===== src/rtl/id_ex_if.sv =====
// Decode-to-execute bundle: decode-side fields and controls in, execute-side copies,
// stall request and debug counters out.
interface id_ex_if #(
    parameter int DATA_WIDTH = 32,
    parameter int CNT_WIDTH  = 16
);
    logic                  ValidD, RegWriteD, MemWriteD, JumpD, JumpRegD, BranchD, ALUSrcD, RD1SrcD;
    logic [1:0]            ResultSrcD, ALUOpD;
    logic [2:0]            Funct3D;
    logic                  Funct7b5D;
    logic [DATA_WIDTH-1:0] RD1D, RD2D, PCD, PCPlus4D, ImmExtD;
    logic [4:0]            Rs1D, Rs2D, RdD;
    logic                  FlushE, HoldE;

    logic                  ValidE, RegWriteE, MemWriteE, JumpE, JumpRegE, BranchE, ALUSrcE, RD1SrcE;
    logic [1:0]            ResultSrcE, ALUOpE;
    logic [2:0]            Funct3E;
    logic                  Funct7b5E;
    logic [DATA_WIDTH-1:0] RD1E, RD2E, PCE, PCPlus4E, ImmExtE;
    logic [4:0]            Rs1E, Rs2E, RdE;
    logic                  StallD;
    logic [CNT_WIDTH-1:0]  BubbleCount, FlushCount;

    modport master (
        output ValidD, RegWriteD, MemWriteD, JumpD, JumpRegD, BranchD, ALUSrcD, RD1SrcD,
               ResultSrcD, ALUOpD, Funct3D, Funct7b5D, RD1D, RD2D, PCD, PCPlus4D, ImmExtD,
               Rs1D, Rs2D, RdD, FlushE, HoldE,
        input  ValidE, RegWriteE, MemWriteE, JumpE, JumpRegE, BranchE, ALUSrcE, RD1SrcE,
               ResultSrcE, ALUOpE, Funct3E, Funct7b5E, RD1E, RD2E, PCE, PCPlus4E, ImmExtE,
               Rs1E, Rs2E, RdE, StallD, BubbleCount, FlushCount
    );

    modport slave (
        input  ValidD, RegWriteD, MemWriteD, JumpD, JumpRegD, BranchD, ALUSrcD, RD1SrcD,
               ResultSrcD, ALUOpD, Funct3D, Funct7b5D, RD1D, RD2D, PCD, PCPlus4D, ImmExtD,
               Rs1D, Rs2D, RdD, FlushE, HoldE,
        output ValidE, RegWriteE, MemWriteE, JumpE, JumpRegE, BranchE, ALUSrcE, RD1SrcE,
               ResultSrcE, ALUOpE, Funct3E, Funct7b5E, RD1E, RD2E, PCE, PCPlus4E, ImmExtE,
               Rs1E, Rs2E, RdE, StallD, BubbleCount, FlushCount
    );
endinterface


===== src/rtl/id_ex_stage.sv =====
// ID/EX pipeline register for the five-stage RV32I core: captures the decoded word,
// inserts load-use bubbles, obeys execute flushes and downstream holds, counts events.
module id_ex_stage #(
    parameter int DATA_WIDTH = 32,
    parameter int CNT_WIDTH  = 16
) (
    input  logic   clk,
    input  logic   rst,
    id_ex_if.slave io_bus
);
    localparam logic [CNT_WIDTH-1:0] CNT_MAX = {CNT_WIDTH{1'b1}};
    localparam logic [CNT_WIDTH-1:0] CNT_ONE = CNT_WIDTH'(1);

    typedef struct packed {
        logic                  valid;
        logic                  reg_write;
        logic                  mem_write;
        logic                  jump;
        logic                  jump_reg;
        logic                  branch;
        logic                  alu_src;
        logic                  rd1_src;
        logic [1:0]            result_src;
        logic [1:0]            alu_op;
        logic [2:0]            funct3;
        logic                  funct7b5;
        logic [DATA_WIDTH-1:0] rd1;
        logic [DATA_WIDTH-1:0] rd2;
        logic [DATA_WIDTH-1:0] pc;
        logic [DATA_WIDTH-1:0] pc_plus4;
        logic [DATA_WIDTH-1:0] imm;
        logic [4:0]            rs1;
        logic [4:0]            rs2;
        logic [4:0]            rd;
    } ex_word_t;

    ex_word_t             r_ex;
    ex_word_t             w_cap;
    logic                 w_load_use;
    logic [CNT_WIDTH-1:0] r_bubble_cnt;
    logic [CNT_WIDTH-1:0] r_flush_cnt;

    // A load in E whose destination feeds the instruction in D needs one bubble.
    assign w_load_use = r_ex.valid & (r_ex.result_src == 2'b01) & (r_ex.rd != 5'd0) &
                        io_bus.ValidD & ((r_ex.rd == io_bus.Rs1D) | (r_ex.rd == io_bus.Rs2D));

    // Capture word; an empty decode slot must not carry any side-effecting control.
    always_comb begin
        w_cap            = '0;
        w_cap.valid      = io_bus.ValidD;
        w_cap.reg_write  = io_bus.RegWriteD & io_bus.ValidD;
        w_cap.mem_write  = io_bus.MemWriteD & io_bus.ValidD;
        w_cap.jump       = io_bus.JumpD     & io_bus.ValidD;
        w_cap.jump_reg   = io_bus.JumpRegD  & io_bus.ValidD;
        w_cap.branch     = io_bus.BranchD   & io_bus.ValidD;
        w_cap.alu_src    = io_bus.ALUSrcD;
        w_cap.rd1_src    = io_bus.RD1SrcD;
        w_cap.result_src = io_bus.ResultSrcD;
        w_cap.alu_op     = io_bus.ALUOpD;
        w_cap.funct3     = io_bus.Funct3D;
        w_cap.funct7b5   = io_bus.Funct7b5D;
        w_cap.rd1        = io_bus.RD1D;
        w_cap.rd2        = io_bus.RD2D;
        w_cap.pc         = io_bus.PCD;
        w_cap.pc_plus4   = io_bus.PCPlus4D;
        w_cap.imm        = io_bus.ImmExtD;
        w_cap.rs1        = io_bus.Rs1D;
        w_cap.rs2        = io_bus.Rs2D;
        w_cap.rd         = io_bus.RdD;
    end

    // Pipeline register and event counters; flush outranks hold, hold outranks load-use.
    always_ff @(posedge clk or posedge rst) begin
        if (rst) begin
            r_ex         <= '0;
            r_bubble_cnt <= '0;
            r_flush_cnt  <= '0;
        end else if (io_bus.FlushE) begin
            r_ex <= '0;
            if (r_flush_cnt != CNT_MAX) begin
                r_flush_cnt <= r_flush_cnt + CNT_ONE;
            end
        end else if (io_bus.HoldE) begin
            r_ex <= r_ex;
        end else if (w_load_use) begin
            r_ex <= '0;
            if (r_bubble_cnt != CNT_MAX) begin
                r_bubble_cnt <= r_bubble_cnt + CNT_ONE;
            end
        end else begin
            r_ex <= w_cap;
        end
    end

    assign io_bus.StallD      = (w_load_use & ~io_bus.FlushE) | io_bus.HoldE;
    assign io_bus.ValidE      = r_ex.valid;
    assign io_bus.RegWriteE   = r_ex.reg_write;
    assign io_bus.MemWriteE   = r_ex.mem_write;
    assign io_bus.JumpE       = r_ex.jump;
    assign io_bus.JumpRegE    = r_ex.jump_reg;
    assign io_bus.BranchE     = r_ex.branch;
    assign io_bus.ALUSrcE     = r_ex.alu_src;
    assign io_bus.RD1SrcE     = r_ex.rd1_src;
    assign io_bus.ResultSrcE  = r_ex.result_src;
    assign io_bus.ALUOpE      = r_ex.alu_op;
    assign io_bus.Funct3E     = r_ex.funct3;
    assign io_bus.Funct7b5E   = r_ex.funct7b5;
    assign io_bus.RD1E        = r_ex.rd1;
    assign io_bus.RD2E        = r_ex.rd2;
    assign io_bus.PCE         = r_ex.pc;
    assign io_bus.PCPlus4E    = r_ex.pc_plus4;
    assign io_bus.ImmExtE     = r_ex.imm;
    assign io_bus.Rs1E        = r_ex.rs1;
    assign io_bus.Rs2E        = r_ex.rs2;
    assign io_bus.RdE         = r_ex.rd;
    assign io_bus.BubbleCount = r_bubble_cnt;
    assign io_bus.FlushCount  = r_flush_cnt;
endmodule


===== src/flat_wrapper.sv =====
// flat-port wrapper written by rule: the top's interface ports become plain ports
module id_ex_stage_flat 
#(
    parameter int DATA_WIDTH = 32,
    parameter int CNT_WIDTH  = 16
)
  (clk, rst, io_bus_ValidD, io_bus_RegWriteD, io_bus_MemWriteD, io_bus_JumpD, io_bus_JumpRegD, io_bus_BranchD, io_bus_ALUSrcD, io_bus_RD1SrcD, io_bus_ResultSrcD, io_bus_ALUOpD, io_bus_Funct3D, io_bus_Funct7b5D, io_bus_RD1D, io_bus_RD2D, io_bus_PCD, io_bus_PCPlus4D, io_bus_ImmExtD, io_bus_Rs1D, io_bus_Rs2D, io_bus_RdD, io_bus_FlushE, io_bus_HoldE, io_bus_ValidE, io_bus_RegWriteE, io_bus_MemWriteE, io_bus_JumpE, io_bus_JumpRegE, io_bus_BranchE, io_bus_ALUSrcE, io_bus_RD1SrcE, io_bus_ResultSrcE, io_bus_ALUOpE, io_bus_Funct3E, io_bus_Funct7b5E, io_bus_RD1E, io_bus_RD2E, io_bus_PCE, io_bus_PCPlus4E, io_bus_ImmExtE, io_bus_Rs1E, io_bus_Rs2E, io_bus_RdE, io_bus_StallD, io_bus_BubbleCount, io_bus_FlushCount);
  id_ex_if #(.DATA_WIDTH(DATA_WIDTH), .CNT_WIDTH(CNT_WIDTH)) io_bus_i ();
  input  logic clk;
  input  logic rst;
  input wire logic [$bits(io_bus_i.ValidD)-1:0] io_bus_ValidD;
  input wire logic [$bits(io_bus_i.RegWriteD)-1:0] io_bus_RegWriteD;
  input wire logic [$bits(io_bus_i.MemWriteD)-1:0] io_bus_MemWriteD;
  input wire logic [$bits(io_bus_i.JumpD)-1:0] io_bus_JumpD;
  input wire logic [$bits(io_bus_i.JumpRegD)-1:0] io_bus_JumpRegD;
  input wire logic [$bits(io_bus_i.BranchD)-1:0] io_bus_BranchD;
  input wire logic [$bits(io_bus_i.ALUSrcD)-1:0] io_bus_ALUSrcD;
  input wire logic [$bits(io_bus_i.RD1SrcD)-1:0] io_bus_RD1SrcD;
  input wire logic [$bits(io_bus_i.ResultSrcD)-1:0] io_bus_ResultSrcD;
  input wire logic [$bits(io_bus_i.ALUOpD)-1:0] io_bus_ALUOpD;
  input wire logic [$bits(io_bus_i.Funct3D)-1:0] io_bus_Funct3D;
  input wire logic [$bits(io_bus_i.Funct7b5D)-1:0] io_bus_Funct7b5D;
  input wire logic [$bits(io_bus_i.RD1D)-1:0] io_bus_RD1D;
  input wire logic [$bits(io_bus_i.RD2D)-1:0] io_bus_RD2D;
  input wire logic [$bits(io_bus_i.PCD)-1:0] io_bus_PCD;
  input wire logic [$bits(io_bus_i.PCPlus4D)-1:0] io_bus_PCPlus4D;
  input wire logic [$bits(io_bus_i.ImmExtD)-1:0] io_bus_ImmExtD;
  input wire logic [$bits(io_bus_i.Rs1D)-1:0] io_bus_Rs1D;
  input wire logic [$bits(io_bus_i.Rs2D)-1:0] io_bus_Rs2D;
  input wire logic [$bits(io_bus_i.RdD)-1:0] io_bus_RdD;
  input wire logic [$bits(io_bus_i.FlushE)-1:0] io_bus_FlushE;
  input wire logic [$bits(io_bus_i.HoldE)-1:0] io_bus_HoldE;
  output wire logic [$bits(io_bus_i.ValidE)-1:0] io_bus_ValidE;
  output wire logic [$bits(io_bus_i.RegWriteE)-1:0] io_bus_RegWriteE;
  output wire logic [$bits(io_bus_i.MemWriteE)-1:0] io_bus_MemWriteE;
  output wire logic [$bits(io_bus_i.JumpE)-1:0] io_bus_JumpE;
  output wire logic [$bits(io_bus_i.JumpRegE)-1:0] io_bus_JumpRegE;
  output wire logic [$bits(io_bus_i.BranchE)-1:0] io_bus_BranchE;
  output wire logic [$bits(io_bus_i.ALUSrcE)-1:0] io_bus_ALUSrcE;
  output wire logic [$bits(io_bus_i.RD1SrcE)-1:0] io_bus_RD1SrcE;
  output wire logic [$bits(io_bus_i.ResultSrcE)-1:0] io_bus_ResultSrcE;
  output wire logic [$bits(io_bus_i.ALUOpE)-1:0] io_bus_ALUOpE;
  output wire logic [$bits(io_bus_i.Funct3E)-1:0] io_bus_Funct3E;
  output wire logic [$bits(io_bus_i.Funct7b5E)-1:0] io_bus_Funct7b5E;
  output wire logic [$bits(io_bus_i.RD1E)-1:0] io_bus_RD1E;
  output wire logic [$bits(io_bus_i.RD2E)-1:0] io_bus_RD2E;
  output wire logic [$bits(io_bus_i.PCE)-1:0] io_bus_PCE;
  output wire logic [$bits(io_bus_i.PCPlus4E)-1:0] io_bus_PCPlus4E;
  output wire logic [$bits(io_bus_i.ImmExtE)-1:0] io_bus_ImmExtE;
  output wire logic [$bits(io_bus_i.Rs1E)-1:0] io_bus_Rs1E;
  output wire logic [$bits(io_bus_i.Rs2E)-1:0] io_bus_Rs2E;
  output wire logic [$bits(io_bus_i.RdE)-1:0] io_bus_RdE;
  output wire logic [$bits(io_bus_i.StallD)-1:0] io_bus_StallD;
  output wire logic [$bits(io_bus_i.BubbleCount)-1:0] io_bus_BubbleCount;
  output wire logic [$bits(io_bus_i.FlushCount)-1:0] io_bus_FlushCount;
  assign io_bus_i.ValidD = io_bus_ValidD;
  assign io_bus_i.RegWriteD = io_bus_RegWriteD;
  assign io_bus_i.MemWriteD = io_bus_MemWriteD;
  assign io_bus_i.JumpD = io_bus_JumpD;
  assign io_bus_i.JumpRegD = io_bus_JumpRegD;
  assign io_bus_i.BranchD = io_bus_BranchD;
  assign io_bus_i.ALUSrcD = io_bus_ALUSrcD;
  assign io_bus_i.RD1SrcD = io_bus_RD1SrcD;
  assign io_bus_i.ResultSrcD = io_bus_ResultSrcD;
  assign io_bus_i.ALUOpD = io_bus_ALUOpD;
  assign io_bus_i.Funct3D = io_bus_Funct3D;
  assign io_bus_i.Funct7b5D = io_bus_Funct7b5D;
  assign io_bus_i.RD1D = io_bus_RD1D;
  assign io_bus_i.RD2D = io_bus_RD2D;
  assign io_bus_i.PCD = io_bus_PCD;
  assign io_bus_i.PCPlus4D = io_bus_PCPlus4D;
  assign io_bus_i.ImmExtD = io_bus_ImmExtD;
  assign io_bus_i.Rs1D = io_bus_Rs1D;
  assign io_bus_i.Rs2D = io_bus_Rs2D;
  assign io_bus_i.RdD = io_bus_RdD;
  assign io_bus_i.FlushE = io_bus_FlushE;
  assign io_bus_i.HoldE = io_bus_HoldE;
  assign io_bus_ValidE = io_bus_i.ValidE;
  assign io_bus_RegWriteE = io_bus_i.RegWriteE;
  assign io_bus_MemWriteE = io_bus_i.MemWriteE;
  assign io_bus_JumpE = io_bus_i.JumpE;
  assign io_bus_JumpRegE = io_bus_i.JumpRegE;
  assign io_bus_BranchE = io_bus_i.BranchE;
  assign io_bus_ALUSrcE = io_bus_i.ALUSrcE;
  assign io_bus_RD1SrcE = io_bus_i.RD1SrcE;
  assign io_bus_ResultSrcE = io_bus_i.ResultSrcE;
  assign io_bus_ALUOpE = io_bus_i.ALUOpE;
  assign io_bus_Funct3E = io_bus_i.Funct3E;
  assign io_bus_Funct7b5E = io_bus_i.Funct7b5E;
  assign io_bus_RD1E = io_bus_i.RD1E;
  assign io_bus_RD2E = io_bus_i.RD2E;
  assign io_bus_PCE = io_bus_i.PCE;
  assign io_bus_PCPlus4E = io_bus_i.PCPlus4E;
  assign io_bus_ImmExtE = io_bus_i.ImmExtE;
  assign io_bus_Rs1E = io_bus_i.Rs1E;
  assign io_bus_Rs2E = io_bus_i.Rs2E;
  assign io_bus_RdE = io_bus_i.RdE;
  assign io_bus_StallD = io_bus_i.StallD;
  assign io_bus_BubbleCount = io_bus_i.BubbleCount;
  assign io_bus_FlushCount = io_bus_i.FlushCount;
  id_ex_stage #(.DATA_WIDTH(DATA_WIDTH), .CNT_WIDTH(CNT_WIDTH)) u_core (.clk(clk), .rst(rst), .io_bus(io_bus_i));
endmodule

===== config.mk =====
export PLATFORM = sky130hd
export DESIGN_NAME = id_ex_stage_flat
export DESIGN_NICKNAME = d
export VERILOG_FILES = /design/src/rtl/id_ex_if.sv /design/src/rtl/id_ex_stage.sv /design/src/flat_wrapper.sv
export SDC_FILE = /design/constraint.sdc
export NUM_CORES = 1
export LEC_CHECK = 0
export CORE_MARGIN = 8
export CORE_UTILIZATION = 49
export CTS_CLUSTER_DIAMETER = 80
export CTS_CLUSTER_SIZE = 28
export DETAILED_ROUTE_END_ITERATION = 7
export PLACE_DENSITY = 0.94
export SYNTH_ARGS = -nofsm -noshare
export SYNTH_HDL_FRONTEND = slang
export SYNTH_SLANG_ARGS = --single-unit

===== constraint.sdc =====
create_clock -name clk -period 12.55 [get_ports clk]
set_input_delay 3.1375 -clock clk [delete_from_list [all_inputs] [get_ports clk]]
set_output_delay 3.1375 -clock clk [all_outputs]
set_load 0.05 [all_outputs]

---- Yosys cells after proc, flatten, opt, wreduce, memory -nomap -nowiden ----
Index checks and enable logic that the tools add are counted.
W data, S select, Z words.
storage, ports and cells
  bits in registers ....................... 223
  bits of input ports ..................... 195
  output and inout bits ................... 224
operators by class
  $add $sub $neg .......................... 2
  equality and inequality tests ........... 6
  multiplexer cells ....................... 3
  bitwise gates (word level) .............. 14
  reductions and logical operators ........ 3
operators by type and width
  cell                     count
  $mux W191                3
  $add A16 B1 Y16 const B  2
  $ne A16 B16 Y1 const B   2
  $and A1 B1 Y1            10
  $eq A5 B5 Y1             2
  $reduce_bool A5 Y1       1
  $reduce_and A4 Y1        1
  $eq A2 B1 Y1 const B     1
  $ne A2 B2 Y1 const B     1
  $not A1 Y1               2
  $or A1 B1 Y1             2
  $reduce_and A2 Y1        1

---- Logic depth before layout (Yosys ltp) ----
  word-level depth ........................ 8
  gate-level depth with buffers ........... 7
  gate-level depth less buffers ........... 6

---- Worst setup path before layout ----
OpenSTA, ideal clock, no wires.
  kind .................................... input to output
  from .................................... input io_bus_Rs1D[4]
  to ...................................... output io_bus_StallD
  arrival ................................. 4.600 ns
  required time ........................... 9.412 ns
  path slack .............................. 4.813 ns
  cell stages on the path ................. 7
  buffers on the path ..................... 2
  path through ............................ xnor2_1 -> nand3_1 -> o22ai_2 -> nor2b_1 -> buf_6 -> buf_6 -> a21o_1
on the way
  word-level cells in the longest chain between the ends .. 5
ends and longest elaborated chain
  item             line                RTL
  start, declared  flat_wrapper.sv:28  input wire logic [$bits(io_bus_i.Rs1D)-1:0] io_bus_Rs1D;
  $eq A5 B5 Y1     id_ex_stage.sv:45   io_bus.ValidD & ((r_ex.rd == io_bus.Rs1D) | (r_ex.rd == io_bus.Rs2D));
  $or A1 B1 Y1     id_ex_stage.sv:45
  $and A1 B1 Y1    id_ex_stage.sv:45
  $and A1 B1 Y1    id_ex_stage.sv:95   assign io_bus.StallD = (w_load_use & ~io_bus.FlushE) | io_bus.HoldE;
  $or A1 B1 Y1     id_ex_stage.sv:95
  end, declared    flat_wrapper.sv:53  output wire logic [$bits(io_bus_i.StallD)-1:0] io_bus_StallD;
Every way passes these cells.

---- Worst setup path in the final report ----
  from .................................... input io_bus_Rs1D[0]
  to ...................................... output io_bus_StallD
Same word-level chain as after synthesis.

==> metrics.cfg <==
[run_status]
run_status=completed

[global_route]
gr-total-overflow=0
globalRoute.busiestLayer=met2
grt_pass1_vias=10200
grtUsageTotal=0.249
grt_max_degree=93
grt.met2_usage=0.422
antenna_found_initial=0
grt_first_pass_wirelength_mm=57.2
gr-usage-met3=0.0819
groute.layer.met1.usage=0.287

[setup_path]
regToRegStartpoint=u_core.io_bus.RdE[1]
worstPathMaxFanout=16
timing.critical_path.from=io_bus_Rs1D[0]
critical_path_arrival_ns=6.23
worst-r2r-setup-slack_ns=8.32
setup.worst_path.end_class=primary output
setup.worst_path.class=primary input to primary output
rr_worst_depth=7
worst-endpoint-required_ns=9.41
timing.critical_path.from_type=primary input
crit_path_end=io_bus_StallD
reg2reg_to=u_core.io_bus.RegWriteE

[hold_path]
worst_hold_check_path_type=flop to flop

[route]
viasPerCell=5.65
drt_first_pass_iters=5
drt_wl_total_mm=36.9
detailedRoute.firstIterationViolations=740
routed-via-count=9578
final_antenna_net_count=0
wire_per_inst_um=21.8
route.detailed.drc=0

[timing]
rel_slew_slack=0.203
layout_worst_path_cycle_share=0.746
timing.setup.tns_ns=0
timing.fmax_ghz=0.107
rsz0062_at_grt=no
hold_viol=0
finalWorstPathRequiredPeriod_ns=9.37
timing_max_transition_violations_final=0
timing.hold.ws_ns=0.481
skew_ns=0.0117
max_slew.worst_pin.slew_ns=1.20
layout_setup_ws_ns=3.18
finalSetupViolCount=0

[synth]
synth.top_cell.area_share=0.483
yosysUniqueCellTypes=34
synth.ff_latch_count=223
syn_area_per_cell_sq_um=11.3
postSynthCellCount=1024
largest_family_of_logic_cells_by_synthesized_area=compound AO/OA/AOI/OAI gates
synth.top_cells.by_area=dfrtp_1 48%, o41ai_2 24%, inv_1 6.2%
synth_seq_area_share=0.483
synth.largest_area_cell=dfrtp_1
yosys_warnings=0
synth_xor_area_frac=0.0296
number_of_nets_produced_by_synthesis=1221
synth_simple_gate_area_frac=0.115
synth_area_sq_mm=0.0115
synth_fa_ha_area_frac=0.00217
yosys-mux-area-fraction=0.00293
synth_compound_area_frac=0.259

[clocking]
ctsHoldBuffers=0
numClockSinks=223
ctsRootBufferMaster=clkbuf_16
cts.path.max_buffers=3
cts_max_level=1
clk_latency_ns=0.47
number_of_buffers_inserted_during_clock_tree_synthesis=13
cts_tree=yes
clk_pin_slew_worst_paths_ns=0.10
post_cts_resize_count=0
postCtsSetupBuffers=0

[die]
ios=419
core_region_area_sq_mm=0.0233
placement_rows=56
chip_height_um=169
floorplan.initialDensity=0.495
die_area_sq_mm=0.0287
die_w_um=169

[layout]
antennaDiodeCount=0
n_fill_cell=1605
synthToLayoutAreaGrowth_pct=39.9
fraction_of_final_layout_cells_sized_beyond_drive_strength_1=0.159
layout.cells.non_filler=1694
nets=1566

[power_and_ir_drop]
power.density_mw_per_mm2=109
sw_frac_of_total=0.337
power.static_leakage_uw=0.00755
power.share.sequential=0.454
clockPowerShare=0.272
peakVddDrop_v=0.0000905
p_switching_uw=596
power.internal_uw=1170
totalPowerFinal_uw=1770
power.share.combinational=0.273

[placed_design]
place_worst_setup_slack_ns=3.15
final_gp_congestion=0.903
detailedPlacementHpwl_mm=26.5
placed_instance_count=1673
place.port_buffers=418

[flow_run]
drv.max_cap_violation_count=0

[area by class of cell]
type	instances	area, sq um	share of cell area
clock inverter	7	85.1	0.00527
clock buffer	14	339	0.0210
tap	319	399	0.0247
multi-input combinational	510	4730	0.293
inverter	191	726	0.0449
sequential	223	5580	0.346
timing repair buffer	430	4280	0.265
[power groups by stage]
stage / Combinational (uW) / Sequential [uW] / Clock [uW]
global route: 507 / 808 / 518
detailed placement: 486 / 814 / 0
global placement: 477 / 811 / 0
floorplan: 133 / 966 / 0
finish: 483 / 802 / 481
CTS: 487 / 801 / 496
[metrics by stage]
step	util	area (sq um)
6_report	0.692	16100
5_1_grt	0.692	16100
4_1_cts	0.692	16100
3_5_place_dp	0.674	15700
3_3_place_gp	0.674	15700
2_1_floorplan	-	11500
[critical path, cell delays in order]
cell	delay [ns]
clkdlybuf4s50_1	0.55
xnor2_1	0.14
nand3_1	0.10
o22ai_2	0.57
nor2b_4	0.63
a21o_1	0.23
clkdlybuf4s50_1	0.87
[kinds of logic after synthesis]
kind of cell,after synthesis
adder cells (fa/ha/maj),2
multiplexers,3
AO/OA/AOI/OAI,195
flip-flops,223
buffers and inverters,291
XOR/XNOR,39
AND/OR/NAND/NOR,271
[worst min-delay path by stage]
stage,start,endpoint,slack [ns],cells past startpoint
2_1_floorplan,u_core.io_bus.RD2E[11],u_core.io_bus.RD2E[11],0.76,2
3_3_place_gp,u_core.io_bus.RD2E[10],u_core.io_bus.RD2E[10],0.46,2
3_5_place_dp,u_core.io_bus.RD2E[2],u_core.io_bus.RD2E[2],0.46,2
4_1_cts,u_core.io_bus.RD2E[2],u_core.io_bus.RD2E[2],0.48,2
5_1_grt,u_core.io_bus.RD2E[10],u_core.io_bus.RD2E[10],0.50,2
6_report,u_core.io_bus.RD2E[10],u_core.io_bus.RD2E[10],0.48,2
[cells in the mapped netlist]
library cell,instances
nor3b_1,1
nor4bb_1,1
ha_1,2
nand3b_1,5
o21ai_2,1
a21o_1,1
nand4b_1,1
nand2_1,76
o31ai_2,1
and3_1,4
mux2_2,3
o22ai_2,1
nor3_1,1
inv_1,191
nor4_1,3
or4_1,1
nor2_1,12
xnor2_1,36
nand2b_1,1
o21ai_0,5
a211oi_1,1
xor2_1,3
nand4_1,19
o41ai_1,12
nand3_1,139
o41ai_2,173
dfrtp_1,223
buf_6,20
buf_2,2
and4_1,3
nor2b_1,3
and4b_1,1
buf_1,1
clkbuf_1,77
[cells in the final DEF (no fill, tap or decap), types with 4 or more instances in the layout]
cell             count
clkbuf_16           13
and3_1               4
xnor2_1             36
nor2_1              12
nand3_1            139
o41ai_2            173
o41ai_1             12
inv_1              189
dfrtp_1            223
nand3b_1             5
nand2_1             76
clkdlybuf4s50_1    416
nand4_1             19
inv_6                4
o21ai_0              5
buf_4               12
[registers in the layout (all words and copies together) (netlist names), 2 cells and up]
signal / count
u_core.io_bus.ImmExtE: 32
u_core.io_bus.PCE: 32
u_core.io_bus.PCPlus4E: 32
u_core.io_bus.RD1E: 32
u_core.io_bus.RD2E: 32
u_core.io_bus.BubbleCount: 16
u_core.io_bus.FlushCount: 16
u_core.io_bus.RdE: 5
u_core.io_bus.Rs1E: 5
u_core.io_bus.Rs2E: 5
u_core.io_bus.Funct3E: 3
u_core.io_bus.ALUOpE: 2
u_core.io_bus.ResultSrcE: 2
[metal layers]
layer	part of all wire	routed length (um)
met4	0.043	1580
met3	0.095	3520
met5	0	0
met2	0.49	18100
met1	0.37	13700
No activity file was read; power rests on OpenSTA's default activity.
